===== config.mk =====
export PLATFORM = sky130hd
export DESIGN_NAME = tx_frm_sync_wide_flat
export DESIGN_NICKNAME = d
export VERILOG_FILES = /design/src/rtl/tx_frm_sync_wide_if.sv /design/src/rtl/tx_frm_sync_wide.sv /design/src/flat_wrapper.sv
export SDC_FILE = /design/constraint.sdc
export NUM_CORES = 1
export LEC_CHECK = 0
export ABC_AREA = 1
export BUFFER_PORTS_ARGS = -buffer_cell sky130_fd_sc_hd__clkbuf_2
export CORE_MARGIN = 2
export CORE_UTILIZATION = 49
export DETAILED_ROUTE_END_ITERATION = 8
export GPL_TIMING_DRIVEN = 0
export MAX_ROUTING_LAYER = met4
export PLACE_DENSITY = 0.83
export SYNTH_ARGS = -nofsm -noshare
export SYNTH_HDL_FRONTEND = slang
export SYNTH_SLANG_ARGS = --single-unit
export TNS_END_PERCENT = 30

===== constraint.sdc =====
create_clock -name clk -period 2.78 [get_ports clk]
set_input_delay 0.139 -clock clk [delete_from_list [all_inputs] [get_ports clk]]
set_output_delay 0.139 -clock clk [all_outputs]
set_load 0.03 [all_outputs]

===== src/rtl/tx_frm_sync_wide_if.sv =====
// Read-side handshake between the TX frame buffer, the frame-boundary
// synchroniser (slave) and the MAC-side frame reader (master).
interface tx_frm_sync_wide_if #(
  parameter int BW = 9,
  parameter int DW = 64
);
  localparam int BPW = DW / 8;

  logic [BW:0]     rd_addr;
  logic [DW-1:0]   rd_data;
  logic [BW:0]     committed_prod;
  logic            trig;
  logic [13:0]     wd_len;
  logic [BPW-1:0]  lst_ben;
  logic            rsk;
  logic            rsk_tk;
  logic            sync;
  logic            drop;

  modport master (
    output rd_addr, rd_data, committed_prod, rsk_tk, sync,
    input  trig, wd_len, lst_ben, rsk, drop
  );

  modport slave (
    input  rd_addr, rd_data, committed_prod, rsk_tk, sync,
    output trig, wd_len, lst_ben, rsk, drop
  );
endinterface


===== src/rtl/tx_frm_sync_wide.sv =====
// TX frame-boundary synchroniser: parses the header length at the read pointer
// and reports whole-frame (trig) / cut-through (rsk) readiness.
// Optional length checking with drop pulses: define TX_FRM_SYNC_LEN_CHECK_EN.
module tx_frm_sync_wide #(
  parameter int BW        = 9,
  parameter int DW        = 64,
  parameter int LEN_LSB   = 32,
  parameter int RSK_TH    = 16,
  parameter int MAX_BYTES = 9600
) (
  input  logic               clk,
  input  logic               rst,
  tx_frm_sync_wide_if.slave  bus
);
  localparam int BPW = DW / 8;
  localparam int LB  = $clog2(BPW);

  typedef enum logic [3:0] {
    S_INIT = 4'b0001,
    S_HDR  = 4'b0010,
    S_EVAL = 4'b0100,
    S_BUSY = 4'b1000
  } state_t;

  function automatic logic [13:0] words_of(input logic [15:0] l);
    return 14'(l >> LB) + 14'(l[LB-1:0] != '0);
  endfunction

  function automatic logic [BPW-1:0] ben_of(input logic [LB-1:0] rem);
    logic [BPW-1:0] b;
    b = '1;
    if (rem != '0) b = (BPW'(1) << rem) - BPW'(1);
    return b;
  endfunction

  state_t          state, nxt;
  logic [BW:0]     diff_p0;
  logic [15:0]     len_p0;
  logic [13:0]     wd_len_c;
  logic [BPW-1:0]  lst_ben_c;
  logic            fits_c;
  logic            illegal_c;
  logic            trig_c, drop_c, eval_c, cap_c;
  logic            trig_p1, drop_p1, rsk_p1;
  logic [13:0]     wd_len_p1;
  logic [BPW-1:0]  lst_ben_p1;
  logic            unused_data;

  assign unused_data = ^bus.rd_data;

  assign wd_len_c  = words_of(len_p0);
  assign lst_ben_c = ben_of(len_p0[LB-1:0]);
  // diff never exceeds 2^BW, so a frame of 2^BW or more words can never fit
  assign fits_c    = int'(diff_p0) > int'(wd_len_c);

`ifdef TX_FRM_SYNC_LEN_CHECK_EN
  assign illegal_c = (len_p0 == 16'd0) || (int'(len_p0) > MAX_BYTES) ||
                     (int'(wd_len_c) >= (1 << BW));
`else
  logic unused_cfg;
  assign unused_cfg = (MAX_BYTES == 0);
  assign illegal_c  = 1'b0;
`endif

  // ---- stage p0: pointer distance and header capture
  always_ff @(posedge clk or posedge rst) begin
    if (rst)                 diff_p0 <= '0;
    else if (state == S_INIT) diff_p0 <= '0;
    else                     diff_p0 <= bus.committed_prod - bus.rd_addr;
  end

  always_ff @(posedge clk) begin
    if (cap_c) len_p0 <= bus.rd_data[LEN_LSB+15:LEN_LSB];
  end

  always_ff @(posedge clk or posedge rst) begin
    if (rst) state <= S_INIT;
    else     state <= nxt;
  end

  always_comb begin
    nxt = S_INIT;
    case (state)
      S_INIT: nxt = S_HDR;
      S_HDR:  nxt = (diff_p0 != '0) ? S_EVAL : S_HDR;
      S_EVAL: begin
        if (bus.rsk_tk || illegal_c || fits_c) nxt = S_BUSY;
        else                                   nxt = S_HDR;
      end
      S_BUSY: nxt = bus.sync ? S_EVAL : S_BUSY;
      default: nxt = S_INIT;
    endcase
  end

  always_comb begin
    trig_c = 1'b0;
    drop_c = 1'b0;
    eval_c = 1'b0;
    cap_c  = 1'b0;
    case (state)
      S_HDR, S_BUSY: cap_c = 1'b1;
      S_EVAL: begin
        eval_c = 1'b1;
        drop_c = !bus.rsk_tk && illegal_c;
        trig_c = !bus.rsk_tk && !illegal_c && fits_c;
      end
      default: ;
    endcase
  end

  // ---- stage p1: registered pulses and frame geometry
  always_ff @(posedge clk or posedge rst) begin
    if (rst) begin
      trig_p1    <= 1'b0;
      drop_p1    <= 1'b0;
      rsk_p1     <= 1'b0;
      wd_len_p1  <= '0;
      lst_ben_p1 <= '1;
    end else begin
      trig_p1 <= trig_c;
      drop_p1 <= drop_c;
      rsk_p1  <= int'(diff_p0) >= RSK_TH;
      if (eval_c) begin
        wd_len_p1  <= wd_len_c;
        lst_ben_p1 <= lst_ben_c;
      end
    end
  end

  assign bus.trig    = trig_p1;
  assign bus.rsk     = rsk_p1;
  assign bus.wd_len  = wd_len_p1;
  assign bus.lst_ben = lst_ben_p1;
`ifdef TX_FRM_SYNC_LEN_CHECK_EN
  assign bus.drop    = drop_p1;
`else
  assign bus.drop    = 1'b0;
`endif
endmodule

===== src/flat_wrapper.sv =====
// flat-port wrapper written by rule: the top's interface ports become plain ports
module tx_frm_sync_wide_flat 
#(
  parameter int BW        = 9,
  parameter int DW        = 64,
  parameter int LEN_LSB   = 32,
  parameter int RSK_TH    = 16,
  parameter int MAX_BYTES = 9600
)
  (clk, rst, bus_rd_addr, bus_rd_data, bus_committed_prod, bus_rsk_tk, bus_sync, bus_trig, bus_wd_len, bus_lst_ben, bus_rsk, bus_drop);
  tx_frm_sync_wide_if #(.BW(BW), .DW(DW)) bus_i ();
  input  logic clk;
  input  logic rst;
  input wire logic [$bits(bus_i.rd_addr)-1:0] bus_rd_addr;
  input wire logic [$bits(bus_i.rd_data)-1:0] bus_rd_data;
  input wire logic [$bits(bus_i.committed_prod)-1:0] bus_committed_prod;
  input wire logic [$bits(bus_i.rsk_tk)-1:0] bus_rsk_tk;
  input wire logic [$bits(bus_i.sync)-1:0] bus_sync;
  output wire logic [$bits(bus_i.trig)-1:0] bus_trig;
  output wire logic [$bits(bus_i.wd_len)-1:0] bus_wd_len;
  output wire logic [$bits(bus_i.lst_ben)-1:0] bus_lst_ben;
  output wire logic [$bits(bus_i.rsk)-1:0] bus_rsk;
  output wire logic [$bits(bus_i.drop)-1:0] bus_drop;
  assign bus_i.rd_addr = bus_rd_addr;
  assign bus_i.rd_data = bus_rd_data;
  assign bus_i.committed_prod = bus_committed_prod;
  assign bus_i.rsk_tk = bus_rsk_tk;
  assign bus_i.sync = bus_sync;
  assign bus_trig = bus_i.trig;
  assign bus_wd_len = bus_i.wd_len;
  assign bus_lst_ben = bus_i.lst_ben;
  assign bus_rsk = bus_i.rsk;
  assign bus_drop = bus_i.drop;
  tx_frm_sync_wide #(.BW(BW), .DW(DW), .LEN_LSB(LEN_LSB), .RSK_TH(RSK_TH), .MAX_BYTES(MAX_BYTES)) u_core (.clk(clk), .rst(rst), .bus(bus_i));
endmodule

# [Word-level counts from Yosys, hierarchy flattened]
# Cells that the tools add are included.
[op_classes] order_cmp=2 mux=9 shifts=1 reduce_logical=6 n_eq_ne=4 n_addsub=3
[ops] cell="4-bit case mux with 4 select lines" n=1
[ops] cell="13-bit by 1-bit adder with 14-bit output" n=1
[ops] cell="10-bit by 14-bit > comparator with 1-bit output" n=1
[ops] cell="10-bit by 5-bit greater-or-equal comparator with 1-bit output, second input constant" n=1
[ops] cell="10-bit 2-to-1 mux" n=1
[ops] cell="10-bit nonzero test" n=1
[ops] cell="10-bit subtractor" n=1
[ops] cell="4-bit 2-to-1 mux" n=2
[ops] cell="8-bit 2-to-1 mux" n=1
[ops] cell="1-bit by 3-bit << shifter with 8-bit output, first input constant" n=1
[ops] cell="8-bit by 2-bit subtractor with 8-bit output, second input constant" n=1
[ops] cell="4-bit by 1-bit equality test with 1-bit output, second input constant" n=1
[ops] cell="4-bit by 2-bit equality test with 1-bit output, second input constant" n=1
[ops] cell="4-bit by 3-bit equality test with 1-bit output, second input constant" n=1
[ops] cell="4-bit equality test, second input constant" n=1
[ops] cell="1-bit 2-to-1 mux" n=3
[ops] cell="3-bit 2-to-1 mux" n=1
[ops] cell="3-bit nonzero test" n=1
[ops] cell="2-bit OR reduction" n=1
[ops] cell="1-bit logical AND" n=1
[ops] cell="1-bit logical NOT" n=1
[ops] cell="1-bit logical OR" n=1
[word_totals] word_cells=32 reg_bits=54 output_inout_bits=25

# [Depth between registers and ports, before layout]
# Gate-level depths: netlist (run 1).
[depth] ltp_word=6 mapped_depth=21 mapped_depth_nobuf=21

# [Least setup slack after synthesis (run 1)]
# OpenSTA, ideal clock, no wires.
[synth_timing] kind="register to register" start="register u_core.len_p0[1]" end="register u_core.state[1]" setup_slack_ns=0.330 stages_incl_launch_ff=20 path_buffers=0 t_arrival_ns=2.332 required_time_ns=2.663 setup_ns=0.117 path_cell_list="edfxtp_1 -> nor2_1 -> inv_1 -> nor2_1 -> inv_1 -> ha_1 -> ha_1 -> nand2_1 -> nor2_1 -> nand2_1 -> xor2_1 -> ha_1 -> nand2_1 -> nor2_1 -> nand4_1 -> nand2_1 -> nor2_1 -> nand3_1 -> nand3_1 -> nand2_1"
[synth_between] elab_chain_cells=6
[synth_rtl] item="start: declaration" line_no="tx_frm_sync_wide.sv:38" rtl="logic [15:0] len_p0;"
[synth_rtl] item="start signal: assignment" line_no="tx_frm_sync_wide.sv:73" rtl="if (cap_c) len_p0 <= bus.rd_data[LEN_LSB+15:LEN_LSB];"
[synth_rtl] item="3-bit nonzero test" line_no="tx_frm_sync_wide.sv:26" rtl="return 14'(l >> LB) + 14'(l[LB-1:0] != '0);"
[synth_rtl] item="13-bit by 1-bit adder with 14-bit output" line_no="tx_frm_sync_wide.sv:26"
[synth_rtl] item="10-bit by 14-bit > comparator with 1-bit output" line_no="tx_frm_sync_wide.sv:54" rtl="assign fits_c = int'(diff_p0) > int'(wd_len_c);"
[synth_rtl] item="1-bit logical OR" line_no="tx_frm_sync_wide.sv:87" rtl="if (bus.rsk_tk || illegal_c || fits_c) nxt = S_BUSY;"
[synth_rtl] item="4-bit 2-to-1 mux" line_no="tx_frm_sync_wide.sv:87"
[synth_rtl] item="4-bit case mux with 4 select lines" line_no="tx_frm_sync_wide.sv:83" rtl="case (state)"
[synth_rtl] item="named net u_core.nxt[1]" line_no="tx_frm_sync_wide.sv:36" rtl="state_t state, nxt;"
[synth_rtl] item="end signal: assignment" line_no="tx_frm_sync_wide.sv:78" rtl="else state <= nxt;"
[synth_rtl] item="end: declaration" line_no="tx_frm_sync_wide.sv:36"
# The timed path passes the listed nets, and every way through them passes these cells.
# A chain may end at the register's enable or synchronous reset.

# [Worst setup path in the final report (run 1)]
[layout_timing] start="register u_core.len_p0[0]" end="register u_core.state[1]"
# Same word-level chain as after synthesis.

==> impl_metrics.toml, run 1 <==
[status]
status = "finished clean"

[sta]
tightest_slew_ps = 745
final.min_clock_period_ps = 2650
finalWorstSetupSlack_ps = 125
fin_setup_tns_ps = 0
setup_viol = 0
fin_hold_ws_ps = 7.17
grt_setup_unrepaired = "true"
period_share = 0.955
hold_viol_final = 0
max_slew_margin = 0.502
finalClockSkew_ps = 8.82
fmax_ghz = 0.377
slew_violations = 0

[logic_synthesis]
seq_area_frac_synth = 0.494
synth.net_count = 438
ys_ff_latch = 53
synth.most_common_cell = "nand2_1"
synth_edf_count = 16
yosys_warnings = 0
syn-instance-count = 327
synthArstFlopShare = 0.698
synth_area_leaders = "dfrtp_1, edfxtp_1, ha_1"
netlist.area_leader.share = 0.253
synthTopCellsByCount = "nand2_1, nor2_1, inv_1"
avgSynthCellArea_sq_um = 8.76
ys.flop_type = "dfrtp_1"
synth_cell_types = 30
yosysTopAreaCell = "dfrtp_1"
netlist_area_sq_um = 2870

[cts]
path_clk_slew_ps = 90
cts_buffers = 5
cts_htree_levels = 2
clk_latency_ps = 310
cts_sinks = 53
cts_root_buffer = "clkbuf_8"
cts_tree = "yes"
clockBufferDepth = 2

[global_routing]
grt_pass1_wl_mm = 9.94
grt_use_total = 0.204
met2_usage = 0.373
gr-total-overflow = 0
grt_pass1_vias = 2371
antenna_found_initial = 0
grt_max_degree = 38
grtUsageMet3 = 0.0337
use_met1 = 0.224
busiest_layer = "met2"

[cells_and_area]
n_antenna_cell = 0
fillers = 444
multi_input_area_sq_um = 1350
syn_to_final_growth_pct = 25.5
layout.cells.non_filler = 484
layout.nets = 522
drive_above_1_share = 0.269
register_area_sq_um = 1420

[setup_path]
crit_type = "flop to flop"
arrival_ps = 2850
r2r_start = "u_core.len_p0[0]$_DFFE_PP_"
path_max_fanout = 3
cp-startpoint = "u_core.len_p0[0]$_DFFE_PP_"
rrSetupSlack_ps = 130
timing.rr.end = "u_core.state[1]$_DFF_PP0_"
crit_path_end_kind = "flop"
crit_required_ps = 2980
reg2reg_depth = 19
start_kind = "flop"

[placement]
dp_cells = 461
dpl.hpwl_mm = 4.65
dp_slack_ps = -124
portBuffers = 62
place_congestion = 0.891

[detailed_routing]
drt_pass1_iterations = 4
wl_per_cell_microns = 13.3
dr_total_vias = 2510
ant_nets = 0
viasPerCell = 5.19
routed_wl_mm = 6.45
drt_iter0_drc = 163
drc = 0

[die]
core_region_area_sq_um = 5570
fp.dieArea_sq_um = 6480
initial_utilization = 0.514
die-width_microns = 80.5
pin_count = 113
num_rows = 27
die_h_microns = 80.5

[worst_hold_path]
holdPathStages = 1
hp-class = "input pin to flop"
worstHoldStart = "bus_rd_data[38]"
hold-path-endpoint = "u_core.len_p0[6]$_DFFE_PP_"

[run]
maxCapViolCount = 0

[power]
leakagePower_nw = 1.78
power_density_nw_per_um2 = 957
finalPower_w = 0.00344
vdd_ir_drop_max_uv = 557
[worst max path at each step]
stage                                      endpoint  slack, ps  cells past startpoint
after CTS                 u_core.state[1]$_DFF_PP0_          9                     19
after global placement    u_core.state[1]$_DFF_PP0_        -50                     19
after global routing      u_core.state[1]$_DFF_PP0_        -40                     20
after floorplan           u_core.state[1]$_DFF_PP0_        330                     19
final                     u_core.state[1]$_DFF_PP0_        130                     19
after detailed placement  u_core.state[1]$_DFF_PP0_       -120                     19
[worst max-delay path: stages, from the launching register on]
cell	delay, ps
edfxtp_1	400
nor2_1	110
inv_1	80
nor2_4	130
inv_1	80
ha_2	190
ha_4	180
nand2_2	90
nor2_4	50
nand2_2	90
xor2_2	190
ha_1	270
nand2_2	80
nor2_2	50
nand4_1	100
nand2_1	90
nor2_2	120
nand3_2	100
nand3_1	100
nand2_1	50
[flip-flops by register name, summed over array words and instances (netlist names)]
| register | flops |
|---|---|
| u_core.bus.rsk | 1 |
| u_core.state | 4 |
| u_core.len_p0 | 16 |
| u_core.bus.lst_ben | 7 |
| u_core.bus.trig | 1 |
| u_core.diff_p0 | 10 |
| u_core.bus.wd_len | 14 |
[layout make-up]
| cell class | count | area share |
|---|---|---|
| sequential | 53 | 0.394 |
| multi-input combinational | 226 | 0.375 |
| timing repair buffer | 77 | 0.125 |
| inverter | 43 | 0.0449 |
| clock buffer | 7 | 0.0271 |
| tap | 72 | 0.0251 |
| buffer | 5 | 0.00835 |
| clock inverter | 1 | 0.00139 |
[where the power goes]
| group | total [W] | switching [W] | internal, W |
|---|---|---|---|
| logic | 0.00158 | 0.00104 | 0.000538 |
| registers | 0.00140 | 0.000215 | 0.00118 |
| clock network | 0.000465 | 0.000234 | 0.000231 |
[routing by layer]
metal,vias to the layer above,part of all wire
met3,17,0.051
met5,-,0
met2,88,0.52
li1,1229,-
met4,0,0.025
met1,1176,0.40
[repair_timing]
item	4_1_cts	5_1_grt
hold buffers	0	10
buffers inserted	3	2
pin swaps	0	2
gates resized for setup	3	17
hold endpoints to repair	0	13
endpoints found under the setup margin	3	3
[cells in the final DEF (no fill, tap or decap), types with 5 or more instances in the layout]
| master | synthesis | final |
|---|---|---|
| inv_1 | 41 | 40 |
| a21oi_1 | 20 | 20 |
| o21ai_0 | 7 | 7 |
| buf_4 | 2 | 7 |
| dfrtp_1 | 29 | 29 |
| clkbuf_2 | 0 | 62 |
| dlygate4sd3_1 | 0 | 10 |
| nor2_1 | 46 | 41 |
| o21ai_1 | 10 | 10 |
| dfstp_2 | 8 | 8 |
| nand2_1 | 70 | 67 |
| clkbuf_8 | 0 | 5 |
| nand3_1 | 12 | 10 |
| edfxtp_1 | 16 | 16 |
| ha_1 | 22 | 20 |
| nand4_1 | 7 | 7 |
[metrics by stage]
stage               cell area (sq um)  utilization
global placement                 3270        0.586
finish                           3600        0.645
CTS                              3410        0.611
detailed placement               3270        0.586
floorplan                        2870            -
global route                     3600        0.645
[cell families (layout without fill, tap and decap cells)]
| kind of cell | Yosys count | in the layout | share of synthesized area |
|---|---|---|---|
| AND/OR/NAND/NOR | 145 | 145 | 0.216 |
| flip-flops | 53 | 53 | 0.494 |
| buffers and inverters | 48 | 133 | 0.0668 |
| AO/OA/AOI/OAI | 46 | 46 | 0.0869 |
| adder cells (fa/ha/maj) | 23 | 23 | 0.103 |
| XOR/XNOR | 10 | 10 | 0.0306 |
| other | 2 | 2 | 0.00262 |
Note: power is estimated with default switching activity, not from simulation.
==> inputs of run 2 (changes only) <==
--- a/config.mk
+++ b/config.mk
@@ -5,7 +5,7 @@
 export SDC_FILE = /design/constraint.sdc
 export NUM_CORES = 1
 export LEC_CHECK = 0
-export ABC_AREA = 1
+export ABC_AREA = 0
 export BUFFER_PORTS_ARGS = -buffer_cell sky130_fd_sc_hd__clkbuf_2
 export CORE_MARGIN = 2
 export CORE_UTILIZATION = 49
==> impl_metrics.toml, run 2 <==
[sta]
fmax_ghz = 0.347
slew_violations = 0
hold_viol_final = 29
max_slew_margin = 0.491
period_share = 1.04
final.min_clock_period_ps = 2890
finalWorstSetupSlack_ps = -106
setup_viol = 3
grt_setup_unrepaired = "true"
fin_hold_ws_ps = -85.4
tightest_slew_ps = 759
finalClockSkew_ps = 18.7

[die]
core_region_area_sq_um = 5610
pin_count = 113
die-width_microns = 80.8
fp.dieArea_sq_um = 6520
die_h_microns = 80.8
num_rows = 27
initial_utilization = 0.515

[cts]
path_clk_slew_ps = 110
cts_root_buffer = "clkbuf_8"
cts_buffers = 5
clk_latency_ps = 320
cts_sinks = 53
cts_tree = "yes"
cts_htree_levels = 2
clockBufferDepth = 2

[logic_synthesis]
synth_area_leaders = "dfrtp_1, edfxtp_1, ha_1"
synth_edf_count = 16
syn-instance-count = 277
yosysTopAreaCell = "dfrtp_1"
yosys_warnings = 0
netlist.area_leader.share = 0.251
ys_ff_latch = 53
synth_cell_types = 50
netlist_area_sq_um = 2890
synth.net_count = 388
synth.most_common_cell = "nand2_1"
synthTopCellsByCount = "nand2_1, nor2_1, dfrtp_1"
ys.flop_type = "dfrtp_1"
avgSynthCellArea_sq_um = 10.4
synthArstFlopShare = 0.698
seq_area_frac_synth = 0.490

[placement]
dp_slack_ps = -443
place_congestion = 0.856
portBuffers = 62
dpl.hpwl_mm = 4.25

[setup_path]
timing.rr.end = "u_core.bus.trig$_DFF_PP0_"
arrival_ps = 3120
path_max_fanout = 3
rrSetupSlack_ps = -110
crit_path_end_kind = "flop"
worst_path_max_delay_cell = "edfxtp_1"
reg2reg_depth = 12
slowest_delay_ps = 420
r2r_start = "u_core.len_p0[1]$_DFFE_PP_"
worstSetupEndpoint = "u_core.bus.trig$_DFF_PP0_"
cp-startpoint = "u_core.len_p0[1]$_DFFE_PP_"
crit_path_cell_trace = "or3_4, ha_4, nand4_1, nor2_2, xnor2_2, ha_1, nand4_1, o221ai_1, a21oi_1, nor4_2, buf_4, nor3b_2"
cpMostUsedCell = "nand4_1"
start_kind = "flop"
crit_required_ps = 3010
crit_type = "flop to flop"

[cells_and_area]
final_cell_mix = "clkbuf_2, nand2_1, dfrtp_1"
regMostFlops = "u_core.len_p0"
layout.nets = 481
drive_above_1_share = 0.356
final_common_cell = "clkbuf_2"
multi_input_area_sq_um = 1420
fillers = 440
register_area_sq_um = 1420
largest_reg_flops = 16
n_antenna_cell = 0
syn_to_final_growth_pct = 28.0
final_core_util = 0.659

[global_routing]
grt_max_degree = 38
grt_use_total = 0.194
antenna_found_initial = 0
grt_pass1_wl_mm = 9.48
grt_pass1_vias = 2220
gr-total-overflow = 0

[status]
status = "complete, but fails checks"
violations = "hold timing, setup timing"

[detailed_routing]
dr_total_vias = 2280
drt_iter0_drc = 78
routed_wl_mm = 5.88
ant_nets = 0
wl_per_cell_microns = 13.3
viasPerCell = 5.15
drc = 0
drt_pass1_iterations = 4

[power]
power_density_nw_per_um2 = 892
vdd_ir_drop_max_uv = 419
finalPower_w = 0.00330
leakagePower_nw = 1.70

[worst_hold_path]
hp-class = "input pin to async pin"

[run]
maxCapViolCount = 0
==> run 2: cell count changes after synthesis, moves of 7 or more <==
cell,delta
a21oi_1,-11
inv_1,-22
nand2_1,-35
nand3_1,-7
nor2_1,-16
xnor2_1,+7
==> run 2: cell families (layout without fill, tap and decap cells) <==
family                     Yosys count  count (layout)  share of synthesized area
muxes                                1               1                    0.00520
other                                2               2                    0.00260
xor gates and xnor gates            21              21                     0.0663
buffers and inverters               29             123                     0.0537
AOI/OAI and AO/OA                   49              49                      0.103
DFF                                 53              53                      0.490
and+or+nand+nor                     99              99                      0.177
adders and majority gates           23              23                      0.102
==> run 2: layout make-up <==
cell class / count / share of cell area
Buffer: 9 / 0.0217
Clock buffer: 5 / 0.0186
Clock inverter: 3 / 0.00575
Inverter: 19 / 0.0193
Multi-Input combinational cell: 195 / 0.385
Sequential cell: 53 / 0.383
Tap cell: 72 / 0.0244
Timing Repair Buffer: 87 / 0.143
==> run 2: worst min-delay path by stage <==
stage                    start                               end  slack [ps]  cells past startpoint
2_1_floorplan       bus_rsk_tk         u_core.bus.trig$_DFF_PP0_         200                      1
3_3_place_gp   bus_rd_data[32]        u_core.len_p0[0]$_DFFE_PP_         320                      1
3_5_place_dp   bus_rd_data[32]        u_core.len_p0[0]$_DFFE_PP_         320                      1
4_1_cts        bus_rd_data[39]        u_core.len_p0[7]$_DFFE_PP_         0.8                      1
5_1_grt                    rst  u_core.bus.wd_len[1]$_DFFE_PP0P_          -2                      2
6_report                   rst  u_core.bus.wd_len[1]$_DFFE_PP0P_         -90                      2
==> run 2: what timing repair did <==
item                                   4_1_cts  5_1_grt
buffers inserted                             9        5
pin swaps                                    4        8
resized for setup                            8        9
hold buffers                                 8        2
setup endpoints to repair                    3        3
endpoints found under the hold margin        8        2
==> run 2: routing by layer <==
layer	wire length (microns)	share of wire	up-vias	GRT usage
met1	2410	0.41	1073	0.220
met4	127	0.022	0	0.0763
met2	3040	0.52	61	0.337
met3	302	0.051	12	0.0411
li1	-	-	1134	-
met5	0	0	-	-
==> run 2: stage by stage <==
| step | instance area [sq um] | std cells | setup TNS (ps) | hold slack (ps) |
|---|---|---|---|---|
| floorplan | 2900 | 277 | -13.0 | 202 |
| global placement | 3300 | 411 | -953 | 317 |
| detailed placement | 3310 | 412 | -1120 | 318 |
| CTS | 3590 | 436 | 0 | 0.773 |
| global route | 3700 | 443 | -461 | -2.19 |
| finish | 3700 | 443 | -186 | -85.4 |
==> run 2: worst max-delay path: cells and delay by family, from the launching register on <==
kind,cells,cell delay [ps]
and+or+nand+nor,6,1210
buffers and inverters,1,160
adders and majority gates,2,510
AOI/OAI and AO/OA,2,340
xor gates and xnor gates,1,160
DFF,1,420
==> run 2: power by group <==
group	total, W	internal [W]	switching (W)
combinational	0.00151	0.000596	0.000913
clock	0.000436	0.000178	0.000258
sequential	0.00135	0.00115	0.000206
total	0.00330	0.00192	0.00138
==> inputs of run 3 (changes only) <==
--- a/config.mk
+++ b/config.mk
@@ -12,8 +12,8 @@
 export DETAILED_ROUTE_END_ITERATION = 8
 export GPL_TIMING_DRIVEN = 0
 export MAX_ROUTING_LAYER = met4
-export PLACE_DENSITY = 0.83
+export PLACE_DENSITY_LB_ADDON = 0.15
 export SYNTH_ARGS = -nofsm -noshare
 export SYNTH_HDL_FRONTEND = slang
 export SYNTH_SLANG_ARGS = --single-unit
-export TNS_END_PERCENT = 30
+export TNS_END_PERCENT = 50
==> constraint.sdc (replaced) <==
create_clock -name clk -period 2.78 [get_ports clk]
set_input_delay 0.139 -clock clk [delete_from_list [all_inputs] [get_ports clk]]
set_output_delay 0.139 -clock clk [all_outputs]
set_load 0.02 [all_outputs]
==> impl_metrics.toml, run 3 (synthesized netlist as in run 2, its figures left out) <==
[status]
status = "complete, but fails checks"
violations = "hold timing"

[sta]
tightest_slew_ps = 758
fmax_ghz = 0.367
final.min_clock_period_ps = 2730
finalClockSkew_ps = 7.09
max_slew_margin = 0.494
fin_hold_ws_ps = -60.3
hold_viol_final = 29
period_share = 0.981
grt_setup_unrepaired = "true"
setup_viol = 0
slew_violations = 0

[global_routing]
gr-total-overflow = 0
grt_pass1_vias = 2083
grt_max_degree = 38
grt_use_total = 0.188
antenna_found_initial = 0
grt_pass1_wl_mm = 9.12

[cts]
cts_htree_levels = 2
cts_sinks = 53
cts_tree = "yes"
path_clk_slew_ps = 100
cts_buffers = 5
clockBufferDepth = 2
clk_latency_ps = 310
cts_root_buffer = "clkbuf_8"

[die]
die_h_microns = 80.8
core_region_area_sq_um = 5610
fp.dieArea_sq_um = 6520
num_rows = 27
initial_utilization = 0.515
pin_count = 113
die-width_microns = 80.8

[detailed_routing]
routed_wl_mm = 5.50
drt_pass1_iterations = 4
drc = 0
ant_nets = 0
viasPerCell = 4.95
wl_per_cell_microns = 12.4
dr_total_vias = 2187
drt_iter0_drc = 39

[cells_and_area]
layout.nets = 480
regMostFlops = "u_core.len_p0"
final_core_util = 0.666
multi_input_area_sq_um = 1440
largest_reg_flops = 16
register_area_sq_um = 1420
final_common_cell = "clkbuf_2"
fillers = 445
final_cell_mix = "clkbuf_2, nand2_1, dfrtp_1"
layout.cells.non_filler = 442
n_antenna_cell = 0
syn_to_final_growth_pct = 29.4
drive_above_1_share = 0.351

[placement]
place_congestion = 0.801
dpl.hpwl_mm = 4.16
dp_cells = 412
portBuffers = 62

[power]
leakagePower_nw = 1.73
power_density_nw_per_um2 = 863
vdd_ir_drop_max_uv = 432

[setup_path]
crit_type = "flop to flop"
arrival_ps = 2930
crit_path_end_kind = "flop"
timing.rr.end = "u_core.state[3]$_DFF_PP0_"
start_kind = "flop"
rrSetupSlack_ps = 50
reg2reg_depth = 12
path_max_fanout = 4
r2r_start = "u_core.len_p0[0]$_DFFE_PP_"
crit_required_ps = 2980

[worst_hold_path]
hp-class = "input pin to async pin"

[run]
maxCapViolCount = 0
[run 3: changes by cell type in the layout (fill, tap and decap cells not counted), sizes merged]
cell and change:
clkinv +1, bufinv +1, dlygate4sd3 +2, inv -1, buf -3, clkinvlp -1
[run 3: worst max-delay path by stage]
stage | slack [ps] | cells after the start | end | startpoint
2_1_floorplan | -10 | 13 | u_core.bus.trig$_DFF_PP0_ | u_core.len_p0[0]$_DFFE_PP_
3_3_place_gp | -450 | 13 | u_core.bus.trig$_DFF_PP0_ | u_core.len_p0[1]$_DFFE_PP_
3_5_place_dp | -490 | 13 | u_core.bus.trig$_DFF_PP0_ | u_core.len_p0[0]$_DFFE_PP_
4_1_cts | 30 | 14 | u_core.state[3]$_DFF_PP0_ | u_core.len_p0[2]$_DFFE_PP_
5_1_grt | -90 | 12 | u_core.bus.trig$_DFF_PP0_ | u_core.len_p0[0]$_DFFE_PP_
6_report | 50 | 12 | u_core.state[3]$_DFF_PP0_ | u_core.len_p0[0]$_DFFE_PP_
[run 3: cell type report]
cell class	instances	area share
repair buffers	86	0.140
inverters	19	0.0191
well taps	72	0.0241
clock buffers	5	0.0184
multi-input cells	195	0.386
flip-flops and latches	53	0.379
clock inverters	3	0.0111
plain buffers	9	0.0214
[run 3: power breakdown]
part | total (W) | switching (W) | leakage (nW) | internal (W)
clock network | 0.000513 | 0.000248 | 0.0518 | 0.000265
logic | 0.00137 | 0.000784 | 1.08 | 0.000583
registers | 0.00135 | 0.000201 | 0.598 | 0.00114
total | 0.00323 | 0.00123 | 1.73 | 0.00199
[run 3: critical path: stages, from the launching register on]
cell,delay (ps)
edfxtp_1,410
or3_4,440
ha_4,180
ha_4,160
nand3_4,90
nor2_1,80
xnor2_2,150
ha_1,290
nand2_1,70
o41ai_2,350
nor4_2,80
buf_4,150
a21o_1,170
[run 3: timing repair]
item                       4_1_cts  5_1_grt
hold buffers                    10        2
pin swaps                        6       12
setup endpoints to repair        3        3
setup buffers                    8        3
hold endpoints to repair        10        2
resized for setup                7       14
[run 3: stage by stage]
step	TNS, ps	instance area, sq um	setup slack, ps	hold slack (ps)	power (W)
floorplan	-13.0	2900	-13.0	202	0.00224
global placement	-1570	3300	-449	317	0.00256
detailed placement	-1320	3310	-493	318	0.00261
CTS	0	3610	26.3	3.99	0.00319
global route	-224	3740	-85.7	2.73	0.00349
finish	0	3740	52.2	-60.3	0.00323
[run 3: routing by layer]
| metal | track usage | vias up | wire, microns |
|---|---|---|---|
| li1 | - | 1128 | - |
| met1 | 0.229 | 1001 | 2430 |
| met2 | 0.329 | 50 | 2780 |
| met3 | 0.0200 | 8 | 195 |
| met4 | 0.0610 | 0 | 91 |
| met5 | - | - | 0 |
